==> src/rtl/nco_iq_mixer.sv <==
// nco_iq_mixer: quadrature down-mixer of ADC samples by NCO cos/sin with round, saturate and clip counting
module nco_iq_mixer #(
  parameter int adw   = 16,
  parameter int mpr   = 16,
  parameter int odw   = 18,
  parameter int neg_q = 1,
  parameter int cntw  = 16
) (
  input  logic            clk,
  input  logic            reset_n,
  input  logic            clken,
  input  logic [adw-1:0]  adc_i,
  input  logic            adc_valid,
  input  logic [mpr-1:0]  nco_sin,
  input  logic [mpr-1:0]  nco_cos,
  input  logic            nco_valid,
  input  logic            clr_clip,
  output logic [odw-1:0]  i_o,
  output logic [odw-1:0]  q_o,
  output logic            out_valid,
  output logic            clip_o,
  output logic [cntw-1:0] clip_cnt,
  output logic            mix_active
);
  localparam int pw   = adw + mpr;
  localparam int drop = pw - 1 - odw;
  localparam logic signed [pw:0] rnd  = drop == 0 ? '0 : (pw+1)'(1) << (drop > 0 ? drop - 1 : 0);
  localparam logic signed [pw:0] omax = {{(pw-odw+2){1'b0}}, {(odw-1){1'b1}}};
  localparam logic signed [pw:0] omin = ~omax;
  typedef enum logic [1:0] {idle, run, drain} state_t;
  state_t state, nxt;
  logic [1:0] dcnt;
  logic cap, s1_v, s2_v, clip_n;
  logic [adw-1:0] s1_a;
  logic [mpr-1:0] s1_s, s1_c;
  logic [pw-1:0] s2_i, s2_q, ax, cx, sx, pi_n, pq_m, pq_n;
  logic [odw:0] ri, rq;
  // round half up, then clamp; top bit flags a clamp
  function automatic logic [odw:0] rs(input logic [pw-1:0] p);
    logic signed [pw:0] e;
    e = ($signed({p[pw-1], p}) + rnd) >>> drop;
    return e > omax ? {1'b1, omax[odw-1:0]} : e < omin ? {1'b1, omin[odw-1:0]} : {1'b0, e[odw-1:0]};
  endfunction
  // state register with drain cycle counter
  always_ff @(posedge clk or negedge reset_n)
    if (!reset_n) begin
      state <= idle;
      dcnt  <= 2'd0;
    end else if (clken) begin
      state <= nxt;
      dcnt  <= state == drain ? dcnt + 2'd1 : 2'd0;
    end
  // next state: drain lasts three enabled cycles and ignores nco_valid
  always_comb
    nxt = state == idle ? (nco_valid ? run : idle) :
          state == run  ? (nco_valid ? run : drain) :
          state == drain ? (dcnt == 2'd2 ? idle : drain) : idle;
  // FSM outputs: only RUN captures samples
  always_comb begin
    mix_active = state == run;
    cap        = state == run && adc_valid && nco_valid;
  end
  // signed products via sign-extended operands; low pw bits are exact
  always_comb begin
    ax   = {{mpr{s1_a[adw-1]}}, s1_a};
    cx   = {{adw{s1_c[mpr-1]}}, s1_c};
    sx   = {{adw{s1_s[mpr-1]}}, s1_s};
    pi_n = ax * cx;
    pq_m = ax * sx;
    pq_n = neg_q != 0 ? -pq_m : pq_m;
    ri   = rs(s2_i);
    rq   = rs(s2_q);
    clip_n = s2_v && (ri[odw] || rq[odw]);
  end
  // three-stage pipeline; outputs hold when no valid sample arrives
  always_ff @(posedge clk or negedge reset_n)
    if (!reset_n) begin
      s1_v <= 1'b0;
      s1_a <= '0;
      s1_s <= '0;
      s1_c <= '0;
      s2_v <= 1'b0;
      s2_i <= '0;
      s2_q <= '0;
      out_valid <= 1'b0;
      clip_o <= 1'b0;
      i_o <= '0;
      q_o <= '0;
    end else if (clken) begin
      s1_v <= cap;
      s1_a <= adc_i;
      s1_s <= nco_sin;
      s1_c <= nco_cos;
      s2_v <= s1_v;
      s2_i <= pi_n;
      s2_q <= pq_n;
      out_valid <= s2_v;
      clip_o <= clip_n;
      if (s2_v) begin
        i_o <= ri[odw-1:0];
        q_o <= rq[odw-1:0];
      end
    end
  // saturating clip counter; clear wins and ignores clken
  always_ff @(posedge clk or negedge reset_n)
    if (!reset_n) clip_cnt <= '0;
    else if (clr_clip) clip_cnt <= '0;
    else if (clken && clip_n && clip_cnt != '1) clip_cnt <= clip_cnt + cntw'(1);
endmodule

==> config.mk <==
export PLATFORM = sky130hd
export DESIGN_NAME = nco_iq_mixer
export DESIGN_NICKNAME = d
export VERILOG_FILES = /design/src/rtl/nco_iq_mixer.sv
export SDC_FILE = /design/constraint.sdc
export NUM_CORES = 2
export LEC_CHECK = 0
export BUFFER_PORTS_ARGS = -buffer_cell sky130_fd_sc_hd__buf_4
export CAP_MARGIN = 15
export CORE_MARGIN = 4
export CORE_UTILIZATION = 47
export CTS_BUF_LIST = sky130_fd_sc_hd__clkbuf_8
export DETAILED_ROUTE_END_ITERATION = 10
export GPL_TIMING_DRIVEN = 0
export PLACE_DENSITY = 0.64
export SLEW_MARGIN = 20
export SYNTH_ARGS = -nofsm -noshare
export SYNTH_HDL_FRONTEND = slang
export SYNTH_SLANG_ARGS = --single-unit
==> constraint.sdc <==
create_clock -name clk -period 8 [get_ports clk]
set_clock_uncertainty 0.05 [all_clocks]
set_input_delay 0.8 -clock clk [delete_from_list [all_inputs] [get_ports clk]]
set_output_delay 0.8 -clock clk [all_outputs]
set_load 0.005 [all_outputs]
After elaboration in Yosys (flattened, before gate mapping)
Cells that the tools add are included.
{"block": "classes", "mux": 13, "magnitude_cmp": 4, "bitwise_logic": 0, "shifts": 0, "add_sub_neg": 5, "n_div": 0, "n_mul": 2, "reduce_logical": 9, "n_eq_ne": 4}
{"cell": "$mux 19", "n": 4}
{"cell": "$add 32x14->33 const B", "n": 2}
{"cell": "$mul 16x16->32", "n": 2}
{"cell": "$gt 20x18->1 const B", "n": 2}
{"cell": "$lt 20x18->1 const B", "n": 2}
{"cell": "$mux 16", "n": 2}
{"cell": "$neg 32->32", "n": 1}
{"cell": "$add 16x1->16 const B", "n": 1}
{"cell": "$ne 16x16->1 const B", "n": 1}
{"cell": "$mux 2", "n": 6}
{"cell": "$logic_and 1x1->1", "n": 5}
{"cell": "$eq 2x2->1 const B", "n": 2}
{"cell": "$add 2x1->2 const B", "n": 1}
{"cell": "$eq 2x1->1 const B", "n": 1}
{"cell": "$logic_not 2->1", "n": 1}
{"cell": "$reduce_and 2->1", "n": 1}
{"cell": "$reduce_bool 2->1", "n": 1}
{"cell": "$logic_or 1x1->1", "n": 1}
{"cell": "$mux 1", "n": 1}
{"block": "word_totals", "mem_bits_ro": 0, "ram_bits": 0, "latch_bits": 0, "n_memories": 0, "regBits": 172, "inputBits": 54, "wordCells": 51, "out_inout_bits": 55}

Logic depth before layout (Yosys ltp)
{"block": "logic_depth", "word_depth": 10, "ltp_mapped": 25, "mapped_depth_nobuf": 23}

Least setup slack after synthesis
Ideal clock, no wire load.
{"block": "synth_timing", "path_type": "reg-to-reg", "startpoint": "register s1_c[8]", "endpoint": "register s2_i[30]", "n_path_buf": 2, "t_arrival_ns": 6.214, "path_stages_with_launch": 25, "required_ns": 7.808, "period_less_slack_ns": 6.407, "setup_time_ns": 0.142, "setup_slack_ns": 1.593, "path_cell_list": "dfrtp_1 -> clkbuf_1 -> clkbuf_1 -> nand2_1 -> fa_1 -> inv_1 -> fa_1 -> inv_1 -> fa_1 -> inv_1 -> fa_1 -> fa_1 -> inv_1 -> fa_1 -> inv_1 -> ha_1 -> a21oi_1 -> o211ai_1 -> a221oi_1 -> a21oi_1 -> o31a_1 -> a21oi_1 -> o21ai_0 -> a2111oi_0 -> a211oi_1"}
{"block": "synth_between", "elab_chain_len": 1}
{"element": "start: declaration", "line_no": "35", "text": "logic [mpr-1:0] s1_s, s1_c;"}
{"element": "start signal: assignment", "line_no": "93", "text": "s1_c <= nco_cos;"}
{"element": "$mul 16x16->32", "line_no": "68", "text": "pi_n = ax * cx;"}
{"element": "end signal: assignment", "line_no": "95", "text": "s2_i <= pi_n;"}
{"element": "end: declaration", "line_no": "36", "text": "logic [pw-1:0] s2_i, s2_q, ax, cx, sx, pi_n, pq_m, pq_n;"}
No other way between the ends.
A chain may end at the register's enable or synchronous reset.

Worst setup path after layout
{"block": "layout_timing", "startpoint": "register s1_a[7]", "endpoint": "register s2_i[18]"}
{"block": "layout_between", "elab_chain_len": 1}
{"element": "start: declaration", "line_no": "34", "text": "logic [adw-1:0] s1_a;"}
{"element": "start signal: assignment", "line_no": "91", "text": "s1_a <= adc_i;"}
{"element": "$mul 16x16->32", "line_no": "68"}
No other way between the ends.

==> summary.txt <==
Run status
  – Status: finished, final reports clean

Yosys
  – Number of synthesized flops with an enable pin: 0
  – Ys Warns: 0
  – Yosys reg bits: 148
  – FFs w/ async S/R, synth: 1.00
  – Sequential area share after synthesis: 0.144
  – Synth Flop Type: dfrtp_1
  – Yosys cell types: 68
  – Avg Inst Size Synth: 9.64 um2
  – Cells after synthesis: 2,664
  – Syn_nets: 3,418
  – Post-Syn Area: 0.0257 mm2

Layout
  – Fillers: 4,986
  – Non-Filler Instances: 3,500
  – Most common cell after layout, fill and taps aside: inv_1
  – Commonest cells after routing, fill and taps aside: inv_1, fa_1, nand2_1, and2_1, ha_1
  – Area of the multi-input gates: 0.0194 mm2
  – Share of cells above drive strength 1: 0.0881
  – # nets final: 3,544
  – Area Overhead vs Synth: 8.42%
  – Cell area after layout: 0.0278 mm2
  – Sequential Area: 0.00370 mm2

Setup path
  – Slowest stage delay, CP: 0.59 ns
  – Nature of the critical path endpoint: flop
  – Critical Path Fanout Max: 10
  – Crit-path cells: clkbuf_1, and2_1, fa_1, inv_1, fa_1, fa_1, fa_1, inv_1, fa_1, inv_1, fa_1, inv_1, ha_1, nand2_1, a2111oi_2, nand3_1, a21boi_2, o21ai_0, nand2b_1, xor2_1, nand2_1, o21ai_0
  – Crit Path Category: reg2reg
  – Most used cell along the critical path: fa_1
  – Critical path arrival: 8.03 ns
  – Slowest CP cell: a2111oi_2
  – WP data required: 8.43 ns
  – Startpoint Class: flop

Drt
  – Starting DRT DRC Count: 1,051
  – Routed Wire Length: 70,700 um
  – ANT nets after route: 0
  – Vias: 18,700
  – Drt wl/cell: 20.2 um
  – Drt drc: 0
  – Avg Vias per Cell: 5.34
  – TritonRoute pass-1 iters: 7

Clocking
  – Post-CTS Setup Bufs: 0
  – CTS clk-pin slew, worst paths: 0.13 ns
  – CTS tree: done
  – Num CTS Buffers: 17
  – Sink Count: 148
  – CTS Hold Bufs: 0
  – Root Buffer: clkbuf_8
  – Max Root-Sink Buffers: 2
  – # H-tree levels: 4
  – Clk_lat worst skew: 0.57 ns

Placement
  – Final HPWL DP: 58,800 um
  – GP Congestion: 0.943
  – Area after DPL: 0.0274 mm2
  – Input/output buffers: 107
  – Number of cells after detailed placement: 3,468

Die
  – Die area: 0.0584 mm2
  – Die extent in x: 242 um
  – Core Area: 0.0539 mm2
  – # IOs: 109
  – Die Ht: 242 um
  – Starting density of the core: 0.476
  – Cell Rows: 85

Timing
  – Fin crit share: 0.951
  – Tmin final: 7.61 ns
  – Slew Limit Fails: 0
  – Pin slew with the least headroom to its limit: 1.07 ns
  – Rel. slew slack: 0.280
  – Fin Setup TNS: 0 ns
  – RSZ-0062 raised after global routing: false
  – Hold_ws: 0.0873 ns
  – Final Hold Vio Count: 0
  – Fmax: 131 MHz
  – Final setup vio count: 0

Global route
  – Initial antenna violation count: 4
  – GRT Util Overall: 0.253
  – Largest net degree at the start of global routing: 100
  – First-pass GRT wire length: 115,000 um
  – Number of global-route vias before repair: 20,700
  – Global route total overflow: 0

Min path
  – Worst Hold Class: in2async

Run
  – Number of max-cap violations: 0
[area by class of cell]
| cell class | instances | share of cell area |
|---|---|---|
| clock buffers | 17 | 0.00840 |
| plain buffers | 114 | 0.0160 |
| inverters | 585 | 0.0789 |
| well taps | 696 | 0.0313 |
| diodes | 1 | 0.0000899 |
| repair buffers | 108 | 0.0301 |
| flip-flops and latches | 148 | 0.133 |
| clock inverters | 15 | 0.00674 |
| multi-input cells | 1816 | 0.695 |
[worst paths after layout]
path,from,end,slack (ns),cells after the start
setup reg to reg,s1_a[7]$_DFFE_PN0P_,s2_i[18]$_DFFE_PN0P_,0.39,22
max in group asynchronous,reset_n,s2_i[26]$_DFFE_PN0P_,6.97,2
min in group clk,nco_cos[15],s1_c[15]$_DFFE_PN0P_,0.38,3
hold reg to reg,i_o[17]$_DFFE_PN0P_,i_o[17]$_DFFE_PN0P_,0.44,2
setup / recovery,s1_a[7]$_DFFE_PN0P_,s2_i[18]$_DFFE_PN0P_,0.39,22
hold / removal,reset_n,clip_cnt[9]$_DFFE_PN0P_,0.09,1
[cell usage after synthesis, types with 2 or more instances]
master	count	area share
ha_1	182	0.089
mux2_2	70	0.031
a221oi_1	2	0.00068
a211oi_1	4	0.0012
nand4_1	16	0.0039
a32o_1	3	0.0012
inv_1	585	0.086
fa_1	518	0.40
o211ai_1	4	0.0012
or3_1	4	0.00097
nand2b_1	10	0.0024
or2_2	2	0.00049
nor2b_1	18	0.0044
o31ai_1	10	0.0029
a31o_2	5	0.0017
a21o_1	17	0.0050
nand2_1	334	0.049
and4_1	6	0.0020
a211o_1	4	0.0014
clkbuf_1	112	0.016
and2_1	231	0.056
a2111oi_0	3	0.0010
a21boi_0	3	0.00088
a21oi_1	63	0.012
o21ai_1	3	0.00058
dfrtp_1	148	0.14
xnor2_1	79	0.027
nand3_1	26	0.0051
o21ai_0	60	0.012
and3_1	8	0.0019
nor4_1	7	0.0017
a31oi_1	2	0.00049
nor3b_1	4	0.0012
nor3_1	9	0.0018
nand3b_1	3	0.00088
nor4_4	3	0.0025
xor2_1	19	0.0065
nor2_1	55	0.0080
o21a_1	3	0.00088
[repair_timing]
item                                    in CTS  in global routing
gates resized for setup                      5                 15
gates cloned                                 0                  0
endpoints found under the setup margin       6                  2
[layer usage]
layer | track usage | wire, um
met2 | 0.415 | 34100
met5 | 0 | 0
met3 | 0.0429 | 4410
met1 | 0.335 | 29000
met4 | 0.107 | 3190
[worst max-delay path: cells and delay by family (launching register included)]
family | cells | cell delay [ns]
fa+ha+maj | 7 | 3.17
compound gates | 4 | 1.51
simple gates | 5 | 1.00
buf+inv | 5 | 0.76
flops | 1 | 0.56
xor+xnor | 1 | 0.45
[cell families after synthesis]
group,Yosys count,synth area share
AOI/OAI and AO/OA,199,0.0495
buffers and inverters,700,0.103
xor gates and xnor gates,98,0.0334
DFF,148,0.144
and+or+nand+nor,748,0.147
adders and majority gates,700,0.492
muxes,71,0.0311
[state kept, by name, indices dropped and copies added (netlist names)]
signal,flops
s2_i,20
s1_s,16
i_o,18
clip_cnt,16
clip_o,1
s1_a,16
s2_q,20
q_o,18
out_valid,1
state,2
s1_v,1
dcnt,2
s2_v,1
s1_c,16
[metrics by stage]
step | utilization | setup slack, ns
after floorplan | - | 1.59
after global placement | 0.507 | -1.13
after detailed placement | 0.508 | -0.925
after CTS | 0.516 | 0.0898
after global routing | 0.516 | 0.0680
final | 0.516 | 0.391
Power is left out: the tool's default activity adds up to more than one toggle a clock period on the data nets, which glitch-free logic cannot reach.
